<file path="config.mk">
export PLATFORM = sky130hd
export DESIGN_NAME = ysyx_24110015_lsu_flat
export DESIGN_NICKNAME = d
export VERILOG_FILES = /design/src/rtl/ysyx_24110015_lsu_pkg.sv /design/src/rtl/ysyx_24110015_lsu_if.sv /design/src/rtl/ysyx_24110015_lsu_align.sv /design/src/rtl/ysyx_24110015_lsu.sv /design/src/flat_wrapper.sv
export SDC_FILE = /design/constraint.sdc
export NUM_CORES = 1
export LEC_CHECK = 0
export BUFFER_PORTS_ARGS = -buffer_cell sky130_fd_sc_hd__buf_4
export CAP_MARGIN = 20
export CORE_MARGIN = 1.5
export CORE_UTILIZATION = 47
export DETAILED_ROUTE_END_ITERATION = 7
export PLACE_DENSITY = 0.74
export SLEW_MARGIN = 20
export SYNTH_ARGS = -nofsm -noshare
export SYNTH_HDL_FRONTEND = slang
export SYNTH_SLANG_ARGS = --single-unit
</file>
<file path="constraint.sdc">
create_clock -name clk -period 5.5 [get_ports clk]
set_input_delay 1.65 -clock clk [delete_from_list [all_inputs] [get_ports clk]]
set_output_delay 1.65 -clock clk [all_outputs]
set_load 0.01 [all_outputs]
</file>
<file path="src/rtl/ysyx_24110015_lsu_pkg.sv">
// Shared definitions for the load/store unit: memory-op encodings, FSM states,
// byte-lane mask constants and access-legality helpers.
package ysyx_24110015_lsu_pkg;

    typedef enum logic [2:0] {
        MEMOP_B  = 3'b000,
        MEMOP_H  = 3'b001,
        MEMOP_W  = 3'b010,
        MEMOP_BU = 3'b100,
        MEMOP_HU = 3'b101
    } memop_e;

    typedef enum logic [1:0] {
        ST_IDLE = 2'd0,
        ST_REQ  = 2'd1,
        ST_WAIT = 2'd2,
        ST_DONE = 2'd3
    } state_e;

    localparam logic [3:0] MASK_B = 4'b0001;
    localparam logic [3:0] MASK_H = 4'b0011;
    localparam logic [3:0] MASK_W = 4'b1111;

    function automatic logic memop_legal(input logic [2:0] op);
        case (op)
            MEMOP_B, MEMOP_H, MEMOP_W, MEMOP_BU, MEMOP_HU: return 1'b1;
            default:                                       return 1'b0;
        endcase
    endfunction

    function automatic logic memop_misaligned(input logic [2:0] op, input logic [1:0] off);
        case (op)
            MEMOP_H, MEMOP_HU: return off[0];
            MEMOP_W:           return off != 2'b00;
            default:           return 1'b0;
        endcase
    endfunction

endpackage

</file>
<file path="src/rtl/ysyx_24110015_lsu_if.sv">
// Bundles the EXU-side request, memory port and WBU-side result of the LSU.
// slave = the LSU itself, master = whoever drives it (pipeline + memory).
interface ysyx_24110015_lsu_if #(
    parameter int XLEN = 32
);
    logic            in_valid;
    logic            in_ready;
    logic [XLEN-1:0] in_addr;
    logic [XLEN-1:0] in_wdata;
    logic            in_memread;
    logic            in_memwrite;
    logic [2:0]      in_memop;

    logic            mem_req_valid;
    logic            mem_req_ready;
    logic [XLEN-1:0] mem_addr;
    logic            mem_wen;
    logic [XLEN-1:0] mem_wdata;
    logic [3:0]      mem_wmask;
    logic            mem_rsp_valid;
    logic [XLEN-1:0] mem_rdata;

    logic            out_valid;
    logic            out_ready;
    logic [XLEN-1:0] out_data;
    logic            out_err;

    modport slave (
        input  in_valid, in_addr, in_wdata, in_memread, in_memwrite, in_memop,
        input  mem_req_ready, mem_rsp_valid, mem_rdata, out_ready,
        output in_ready, mem_req_valid, mem_addr, mem_wen, mem_wdata, mem_wmask,
        output out_valid, out_data, out_err
    );

    modport master (
        output in_valid, in_addr, in_wdata, in_memread, in_memwrite, in_memop,
        output mem_req_ready, mem_rsp_valid, mem_rdata, out_ready,
        input  in_ready, mem_req_valid, mem_addr, mem_wen, mem_wdata, mem_wmask,
        input  out_valid, out_data, out_err
    );
endinterface

</file>
<file path="src/rtl/ysyx_24110015_lsu_align.sv">
// Combinational byte-lane logic: store data shift + byte mask, and load word
// shift + sign/zero extension. Shared with the later cache datapath.
module ysyx_24110015_lsu_align
    import ysyx_24110015_lsu_pkg::*;
#(
    parameter int XLEN = 32
) (
    input  logic [2:0]      i_memop,
    input  logic [1:0]      i_off,
    input  logic [XLEN-1:0] i_wdata,
    input  logic [XLEN-1:0] i_rdata,
    output logic [XLEN-1:0] o_wdata,
    output logic [3:0]      o_wmask,
    output logic [XLEN-1:0] o_rdata
);
    logic [4:0]      w_shamt;
    logic [XLEN-1:0] w_rshift;

    assign w_shamt  = {i_off, 3'b000};
    assign o_wdata  = i_wdata << w_shamt;
    assign w_rshift = i_rdata >> w_shamt;

    // Store size comes from the low two bits, so bu/hu encodings store as b/h.
    always_comb begin
        case (i_memop[1:0])
            2'b00:   o_wmask = MASK_B << i_off;
            2'b01:   o_wmask = MASK_H << i_off;
            default: o_wmask = MASK_W;
        endcase
    end

    always_comb begin
        case (i_memop)
            MEMOP_B:  o_rdata = {{(XLEN-8){w_rshift[7]}}, w_rshift[7:0]};
            MEMOP_H:  o_rdata = {{(XLEN-16){w_rshift[15]}}, w_rshift[15:0]};
            MEMOP_BU: o_rdata = {{(XLEN-8){1'b0}}, w_rshift[7:0]};
            MEMOP_HU: o_rdata = {{(XLEN-16){1'b0}}, w_rshift[15:0]};
            default:  o_rdata = w_rshift;
        endcase
    end
endmodule

</file>
<file path="src/rtl/ysyx_24110015_lsu.sv">
// Multi-cycle load/store unit: accepts one EXU op, issues a word-aligned memory
// request with a response timeout, and hands the extended result to write-back.
module ysyx_24110015_lsu
    import ysyx_24110015_lsu_pkg::*;
#(
    parameter int XLEN    = 32,
    parameter int TIMEOUT = 255
) (
    input logic                  clk,
    input logic                  rst,
    ysyx_24110015_lsu_if.slave   bus
);
    localparam logic [15:0] TIMEOUT_W = 16'(TIMEOUT);

    state_e          r_state;
    state_e          w_next;
    logic [XLEN-1:0] r_addr;
    logic [XLEN-1:0] r_wdata;
    logic [XLEN-1:0] r_data;
    logic [2:0]      r_memop;
    logic            r_read;
    logic            r_write;
    logic            r_err;
    logic [15:0]     r_cnt;

    logic            w_is_mem;
    logic            w_bad;
    logic [15:0]     w_cnt_inc;
    logic            w_timeout;
    logic [XLEN-1:0] w_st_wdata;
    logic [3:0]      w_st_wmask;
    logic [XLEN-1:0] w_ld_data;

    assign w_is_mem  = bus.in_memread | bus.in_memwrite;
    assign w_bad     = (bus.in_memread & bus.in_memwrite)
                     | (w_is_mem & (~memop_legal(bus.in_memop)
                                  | memop_misaligned(bus.in_memop, bus.in_addr[1:0])));
    assign w_cnt_inc = r_cnt + 16'd1;
    assign w_timeout = (w_cnt_inc == TIMEOUT_W);

    ysyx_24110015_lsu_align #(.XLEN(XLEN)) u_align (
        .i_memop (r_memop),
        .i_off   (r_addr[1:0]),
        .i_wdata (r_wdata),
        .i_rdata (bus.mem_rdata),
        .o_wdata (w_st_wdata),
        .o_wmask (w_st_wmask),
        .o_rdata (w_ld_data)
    );

    // NOTE: sequential state uses <= so every flop samples pre-edge values.
    always_ff @(posedge clk) begin
        if (!rst) r_state <= ST_IDLE;
        else      r_state <= w_next;
    end

    // NOTE: default assignment first so no path through the case infers a latch.
    always_comb begin
        w_next = r_state;
        case (r_state)
            ST_IDLE: if (bus.in_valid) w_next = (w_is_mem && !w_bad) ? ST_REQ : ST_DONE;
            ST_REQ:  if (bus.mem_req_ready) w_next = ST_WAIT;
            ST_WAIT: if (bus.mem_rsp_valid || w_timeout) w_next = ST_DONE;
            ST_DONE: if (bus.out_ready) w_next = ST_IDLE;
            default: w_next = ST_IDLE;
        endcase
    end

    always_comb begin
        bus.in_ready      = 1'b0;
        bus.mem_req_valid = 1'b0;
        bus.mem_addr      = '0;
        bus.mem_wen       = 1'b0;
        bus.mem_wdata     = '0;
        bus.mem_wmask     = 4'b0000;
        bus.out_valid     = 1'b0;
        bus.out_data      = '0;
        bus.out_err       = 1'b0;
        case (r_state)
            ST_IDLE: bus.in_ready = 1'b1;
            ST_REQ: begin
                bus.mem_req_valid = 1'b1;
                bus.mem_addr      = {r_addr[XLEN-1:2], 2'b00};
                bus.mem_wen       = r_write;
                if (r_write) begin
                    bus.mem_wdata = w_st_wdata;
                    bus.mem_wmask = w_st_wmask;
                end
            end
            ST_DONE: begin
                bus.out_valid = 1'b1;
                bus.out_data  = r_data;
                bus.out_err   = r_err;
            end
            default: ;
        endcase
    end

    // NOTE: datapath flops are reset too, so nothing stale reaches the outputs
    // after a mid-transaction reset.
    always_ff @(posedge clk) begin
        if (!rst) begin
            r_addr  <= '0;
            r_wdata <= '0;
            r_data  <= '0;
            r_memop <= 3'b000;
            r_read  <= 1'b0;
            r_write <= 1'b0;
            r_err   <= 1'b0;
            r_cnt   <= 16'd0;
        end else begin
            case (r_state)
                ST_IDLE: if (bus.in_valid) begin
                    r_addr  <= bus.in_addr;
                    r_wdata <= bus.in_wdata;
                    r_memop <= bus.in_memop;
                    r_read  <= bus.in_memread;
                    r_write <= bus.in_memwrite;
                    r_err   <= w_bad;
                    r_data  <= w_is_mem ? '0 : bus.in_addr;
                end
                ST_REQ: if (bus.mem_req_ready) r_cnt <= 16'd0;
                ST_WAIT: begin
                    // A response on the final counted cycle still beats the timeout.
                    if (bus.mem_rsp_valid) begin
                        if (r_read) r_data <= w_ld_data;
                    end else begin
                        r_cnt <= w_cnt_inc;
                        if (w_timeout) r_err <= 1'b1;
                    end
                end
                default: ;
            endcase
        end
    end
endmodule
</file>
<file path="src/flat_wrapper.sv">
// flat-port wrapper written by rule: the top's interface ports become plain ports
module ysyx_24110015_lsu_flat import ysyx_24110015_lsu_pkg::*;
#(
    parameter int XLEN    = 32,
    parameter int TIMEOUT = 255
)
  (clk, rst, bus_in_valid, bus_in_addr, bus_in_wdata, bus_in_memread, bus_in_memwrite, bus_in_memop, bus_mem_req_ready, bus_mem_rsp_valid, bus_mem_rdata, bus_out_ready, bus_in_ready, bus_mem_req_valid, bus_mem_addr, bus_mem_wen, bus_mem_wdata, bus_mem_wmask, bus_out_valid, bus_out_data, bus_out_err);
  ysyx_24110015_lsu_if #(.XLEN(XLEN)) bus_i ();
  input logic clk;
  input logic rst;
  input wire logic [$bits(bus_i.in_valid)-1:0] bus_in_valid;
  input wire logic [$bits(bus_i.in_addr)-1:0] bus_in_addr;
  input wire logic [$bits(bus_i.in_wdata)-1:0] bus_in_wdata;
  input wire logic [$bits(bus_i.in_memread)-1:0] bus_in_memread;
  input wire logic [$bits(bus_i.in_memwrite)-1:0] bus_in_memwrite;
  input wire logic [$bits(bus_i.in_memop)-1:0] bus_in_memop;
  input wire logic [$bits(bus_i.mem_req_ready)-1:0] bus_mem_req_ready;
  input wire logic [$bits(bus_i.mem_rsp_valid)-1:0] bus_mem_rsp_valid;
  input wire logic [$bits(bus_i.mem_rdata)-1:0] bus_mem_rdata;
  input wire logic [$bits(bus_i.out_ready)-1:0] bus_out_ready;
  output wire logic [$bits(bus_i.in_ready)-1:0] bus_in_ready;
  output wire logic [$bits(bus_i.mem_req_valid)-1:0] bus_mem_req_valid;
  output wire logic [$bits(bus_i.mem_addr)-1:0] bus_mem_addr;
  output wire logic [$bits(bus_i.mem_wen)-1:0] bus_mem_wen;
  output wire logic [$bits(bus_i.mem_wdata)-1:0] bus_mem_wdata;
  output wire logic [$bits(bus_i.mem_wmask)-1:0] bus_mem_wmask;
  output wire logic [$bits(bus_i.out_valid)-1:0] bus_out_valid;
  output wire logic [$bits(bus_i.out_data)-1:0] bus_out_data;
  output wire logic [$bits(bus_i.out_err)-1:0] bus_out_err;
  assign bus_i.in_valid = bus_in_valid;
  assign bus_i.in_addr = bus_in_addr;
  assign bus_i.in_wdata = bus_in_wdata;
  assign bus_i.in_memread = bus_in_memread;
  assign bus_i.in_memwrite = bus_in_memwrite;
  assign bus_i.in_memop = bus_in_memop;
  assign bus_i.mem_req_ready = bus_mem_req_ready;
  assign bus_i.mem_rsp_valid = bus_mem_rsp_valid;
  assign bus_i.mem_rdata = bus_mem_rdata;
  assign bus_i.out_ready = bus_out_ready;
  assign bus_in_ready = bus_i.in_ready;
  assign bus_mem_req_valid = bus_i.mem_req_valid;
  assign bus_mem_addr = bus_i.mem_addr;
  assign bus_mem_wen = bus_i.mem_wen;
  assign bus_mem_wdata = bus_i.mem_wdata;
  assign bus_mem_wmask = bus_i.mem_wmask;
  assign bus_out_valid = bus_i.out_valid;
  assign bus_out_data = bus_i.out_data;
  assign bus_out_err = bus_i.out_err;
  ysyx_24110015_lsu #(.XLEN(XLEN), .TIMEOUT(TIMEOUT)) u_core (.clk(clk), .rst(rst), .bus(bus_i));
endmodule
</file>
# --- Word level (Yosys, flattened, before mapping) ---
# Index checks and enable logic that the tools add are counted.
totals:
  in_bits: 107
  register_bits: 120
op_classes:
  reduce_logical: 17
  add_sub_neg: 1
  shifts: 4
  bitwise_logic: 6
  mux: 33
  eq_ne: 20
op_table:
  columns: ["operator", "count"]
  rows:
  - ["$mux W32", 8]
  - ["$pmux W32 S4", 1]
  - ["$pmux W32 S2", 1]
  - ["$mux W16", 2]
  - ["$pmux W16 S2", 1]
  - ["$shl A32 B5 Y32", 1]
  - ["$shr A32 B5 Y32", 1]
  - ["$add A16 B1 Y16 const B", 1]
  - ["$eq A16 B8 Y1 const B", 1]
  - ["$eq A3 B3 Y1 const B", 4]
  - ["$reduce_and A4 Y1", 3]
  - ["$mux W2", 5]
  - ["$ne A2 B2 Y1 const B", 5]
  - ["$mux W1", 9]
  - ["$mux W4", 2]
  - ["$pmux W2 S4", 1]
  - ["$pmux W4 S2", 1]
  - ["$eq A3 B1 Y1 const B", 2]
  - ["$logic_not A3 Y1", 2]
  - ["$ne A2 B1 Y1 const B", 3]
  - ["$reduce_bool A2 Y1", 3]
  - ["$reduce_or A5 Y1", 1]
  - ["$eq A2 B1 Y1 const B", 2]
  - ["$eq A2 B2 Y1 const B", 2]
  - ["other kinds (14)", 19]

# --- Depth between registers and ports, before layout ---
logic_depth:
  depth_word: 12
  mapped_depth: 10
  depth_no_buf: 8

# --- Hierarchy ---
# Synthesis repeated with hierarchy kept, for this count alone.
hier_totals:
  hier_cells: 954
  area_unflattened_um2: 7101.8
modules_own_cells:
  columns: ["module", "n_inst", "cells_each", "seq_area_each_um2", "area_per_inst_um2"]
  rows:
  - ["ysyx_24110015_lsu", 1, 740, 2402.3, 5753.0]
  - ["ysyx_24110015_lsu_align", 1, 214, 0.0, 1348.8]

# --- Worst setup path after synthesis ---
# Ideal clock, no wire load.
synth_path:
  path_type: "register to output"
  from: "register u_core.r_addr[0]"
  to: "output bus_mem_wdata[29]"
  stages_incl_launch_ff: 7
  required_time_ps: 3850
  slack_ps: 2073
  t_arrival_ps: 1777
  cell_sequence: "dfxtp_1 buf_2 buf_1 clkbuf_1 buf_1 a211oi_1 a211oi_1"
synth_between:
  elab_chain_cells: 3
synth_lines:
  columns: ["element", "line", "text"]
  rows:
  - ["start, declared", "ysyx_24110015_lsu.sv:17", "logic [XLEN-1:0] r_addr;"]
  - ["start signal, assigned", "ysyx_24110015_lsu.sv:114", "r_addr <= bus.in_addr;"]
  - ["$shl A32 B5 Y32", "ysyx_24110015_lsu_align.sv:20", "assign o_wdata = i_wdata << w_shamt;"]
  - ["$mux W32", "ysyx_24110015_lsu.sv:85", "if (r_write) begin"]
  - ["$mux W32", "ysyx_24110015_lsu.sv:79", "case (r_state)"]
  - ["end, declared", "flat_wrapper.sv:25", "output wire logic [$bits(bus_i.mem_wdata)-1:0] bus_mem_wdata;"]
# No other way between the ends.

# --- Worst setup path after layout ---
layout_path:
  from: "register u_core.r_state[1]"
  to: "output bus_mem_wdata[3]"
layout_between:
  elab_chain_cells: 2
layout_lines:
  columns: ["element", "line", "text"]
  rows:
  - ["start, declared", "ysyx_24110015_lsu.sv:15", "state_e r_state;"]
  - ["start signal, assigned", "ysyx_24110015_lsu.sv:54", "else r_state <= w_next;"]
  - ["$eq A2 B1 Y1", "ysyx_24110015_lsu.sv:79", null]
  - ["$mux W32", "ysyx_24110015_lsu.sv:79", null]
# No other way between the ends.

==> results by group <==
Status
  – Status: complete, no violations

CTS
  – # Post-CTS Setup Buffers: 0
  – CTS tree: built
  – CTS max path bufs: 2
  – # hold bufs at CTS: 0
  – # H-tree levels: 4
  – Clock sinks: 120
  – Clock latency on the worst-skew pair: around 0.42 ns
  – CTS Buf Count: 17
  – CTS resizes: 0
  – Clock transition at path regs: around 0.06 ns
  – CTS root buf: clkbuf_16

Layout
  – Antenna Cells: 0
  – Sequential cell area: 2405 µm²
  – Area of the multi-input gates: between 4000 and 5000 µm²
  – Fillcell total: about 1300
  – Post-layout util: 0.6421
  – Share of layout cells above drive strength 1: 0.2525
  – Area Overhead vs Synth: 31.42%
  – Fin nets: approximately 1200

Global route
  – Initial antenna violation count: 0
  – Number of global-route vias before repair: 6194
  – First-pass GRT wire length: roughly 33 mm
  – GRT Total Usage: 0.2819
  – Grt total ovfl: 0
  – Largest net degree at the start of global routing: roughly 70

Worst setup path
  – Slowest cell delay on critical path: between 0.8 and 0.9 ns
  – Reg2reg start: u_core.r_addr[0]
  – CP arrival: roughly 3.1 ns
  – WS Path Type: reg -> out
  – Critical path startpoint category: flop
  – Reg-to-reg endpoint: u_core.r_data[31]
  – Worst setup endpoint: bus_mem_wdata[3]
  – CP max-delay cell: ha_1
  – Beginning of the critical path: u_core.r_state[1]
  – Maximum net fanout on the critical path: 35
  – Most frequent CP cell: buf_4
  – Crit. End Element: output pin
  – R2R setup slack: 2.53 ns
  – FF-to-FF path depth: 8
  – CP cell instances: inv_1 > ha_1 > nand2_1 > buf_4 > or2_2 > nor2_1 > and2_1 > buf_4
  – Critical path data required time: about 3.9 ns

STA
  – Slew Viols, Final: 0
  – Fmax: 209.4 MHz
  – Setup Skew: roughly 0.0045 ns
  – Fin. Hold Viols: 0
  – Tightest Pin Transition: 1.031 ns
  – RSZ-0062 raised after global routing: false
  – Final setup fails: 0
  – Final period util: 0.8684
  – Max-slew headroom: 0.3129
  – Setup_tns: 0 ns
  – Min cycle time layout: approximately 4.8 ns

Yosys
  – Netlist cell types: 65
  – YS warnings: 0
  – Synthesized area: between 6000 and 7000 µm²
  – Post-synthesis sequential area ratio: 0.3502
  – #FFs+latches synth: between 100 and 150
  – Post-synth EDFFs: 0
  – Post-synthesis async set-or-reset flop share: 0
  – Mean Syn Cell Area: between 7 and 8 µm²
  – Synth Instances: between 900 and 1000
  – Synth Flop Type: dfxtp_1

Hold path
  – Hold WC Path Type: reg -> reg

Die
  – Core region area: between 10000 and 15000 µm²
  – # rows: between 40 and 50
  – Die area: roughly 15000 µm²
  – Initial Util: 0.4886
  – Chip height: 123.8 µm
  – Top-Level Pins: approximately 210
  – Die width: around 120 µm

Power
  – Cell area power density: about 410 nW/µm²
  – Clock share of power: 0.296
  – Max IR drop VDD: ~0.46 mV
  – Internal power: approximately 2200 µW
  – Static Leak: 0.003670 µW
  – Seq pwr share: 0.320
  – Net Switching: 1421 µW
  – Comb pwr share: 0.384
  – Sw Share: 0.3882

Routing
  – Remaining DRCs: 0
  – DRT Pass-1 Iters: 6
  – Antenna-violating nets left: 0
  – Vias post-DR: 7148
  – Routed WL per cell: 17.04 µm
  – DR iter-0 viols: between 700 and 800
  – Routed vias/inst: approximately 5.5
  – Routed WL: 22.03 mm

Flow run
  – Max_cap viols: 0

Placement
  – GPL Wtd Cong: approximately 1.0
  – Dpl hpwl: approximately 16 mm
  – PortBufs: 209
[flip-flops by register name, summed over array words and instances (netlist names)]
signal and flops:
u_core.r_err 1, u_core.r_write 1, u_core.r_addr 32, u_core.r_state 2, u_core.r_data 32, u_core.r_wdata 32
u_core.r_memop 3, u_core.r_read 1, u_core.r_cnt 16
[synthesized netlist by cell type (3+ instances only)]
| master | count | area, µm² |
|---|---|---|
| nor2b_1 | 11 | 68.82 |
| a31oi_1 | 3 | 18.77 |
| inv_1 | 9 | 33.78 |
| nand2_1 | 203 | 762.0 |
| a211o_1 | 16 | 140.1 |
| and3_1 | 9 | 56.30 |
| clkbuf_1 | 55 | 206.5 |
| a22oi_1 | 3 | 22.52 |
| or3_1 | 3 | 18.77 |
| o21ai_0 | 22 | 110.1 |
| a21o_1 | 3 | 22.52 |
| and2_1 | 73 | 456.7 |
| o2bb2ai_1 | 9 | 78.83 |
| o22ai_1 | 3 | 18.77 |
| buf_2 | 8 | 40.04 |
| nand3_1 | 7 | 35.03 |
| nor4_1 | 3 | 18.77 |
| dfxtp_1 | 120 | 2402 |
| mux2i_1 | 32 | 320.3 |
| a21oi_1 | 150 | 750.7 |
| nand2b_1 | 3 | 18.77 |
| nor3_1 | 20 | 100.1 |
| ha_1 | 6 | 75.07 |
| nand4_1 | 4 | 25.02 |
| nor2_1 | 70 | 262.8 |
| a311o_1 | 7 | 70.07 |
| a211oi_1 | 17 | 127.6 |
| mux2_2 | 9 | 101.4 |
| buf_1 | 8 | 30.03 |
| buf_4 | 5 | 37.54 |
[logic make-up after synthesis]
group | after synthesis | synth area share
xor+xnor | 4 | 0.005108
flops | 120 | 0.3502
simple gates | 424 | 0.2916
fa+ha+maj | 7 | 0.01240
mux | 42 | 0.06475
buf+inv | 88 | 0.05344
compound gates | 252 | 0.2220
other cells | 1 | 0.0005466
[power groups by stage]
stage / clock [µW] / sequential, µW / combinational (µW)
final: 1080 / 1170 / 1400
after global routing: 1130 / 1190 / 1560
after CTS: 1100 / 1170 / 1380
after detailed placement: 0 / 1190 / 1380
after global placement: 0 / 1180 / 1360
after floorplan: 0 / 1130 / 995
[worst max-delay path: cells and delay by family, from the launching register on]
family	cells	cell delay (ns)
adder cells (fa/ha/maj)	1	0.83
AND/OR/NAND/NOR	4	1.08
flip-flops	1	0.33
buffers and inverters	3	0.45
[placed cells by master, fill, tap and decap left out, types with 3 or more instances in the layout]
master and n:
a21oi_1 149, buf_4 219, clkinv_2 3, clkbuf_8 5, a311o_1 7, and2_1 72
nand4_1 4, clkinvlp_4 6, clkbuf_16 17, a31oi_1 3, o21ai_0 22, nand2b_1 3
nand2_1 202, nor2_1 69, mux2i_1 32, or3_1 3, ha_1 6, nor3_1 20
nand3_1 7, o22ai_1 3, nor4_1 3, a22oi_1 3, nor2b_1 11, and3_1 9
mux2_2 9, dfxtp_1 118, a211o_1 16, a211oi_1 17, inv_1 9, o2bb2ai_1 9
[through the flow]
step / setup WS, ns / total power, µW / hold slack, ns / cells / instance area [µm²]
global route: 0.4779 / 3882 / 0.4680 / 1293 / 9016
floorplan: 2.073 / 2125 / 0.4273 / 939 / 6864
global placement: 1.201 / 2537 / 0.4374 / 1261 / 8418
CTS: 0.6751 / 3648 / 0.4486 / 1293 / 9006
detailed placement: 1.115 / 2561 / 0.4413 / 1261 / 8418
finish: 0.7237 / 3661 / 0.4459 / 1293 / 9016
[layout make-up]
cell class                      count  area share
Timing Repair Buffer              219      0.1823
Inverter                           11    0.004718
Clock buffer                       22     0.05482
Tap cell                          180     0.02498
Sequential cell                   120      0.2667
Clock inverter                     10     0.01041
Multi-Input combinational cell    731      0.4560
[metal layers]
metal	vias up	global-route usage	routed length, µm
met5	-	0	0
met4	0	0.1013	530
met3	36	0.04625	1788
met2	325	0.4195	9756
met1	3236	0.4093	9955
li1	3551	-	-
[worst min-delay path by stage]
stage | from | endpoint | slack, ns | cells after the start
6_report | u_core.r_addr[17] | u_core.r_addr[17] | 0.45 | 2
5_1_grt | u_core.r_data[19] | u_core.r_data[19] | 0.47 | 2
4_1_cts | u_core.r_data[22] | u_core.r_data[22] | 0.45 | 2
3_5_place_dp | u_core.r_data[22] | u_core.r_data[22] | 0.44 | 2
3_3_place_gp | u_core.r_addr[20] | u_core.r_addr[20] | 0.44 | 2
2_1_floorplan | u_core.r_data[16] | u_core.r_data[16] | 0.43 | 2
No activity file was read; power rests on OpenSTA's default activity.
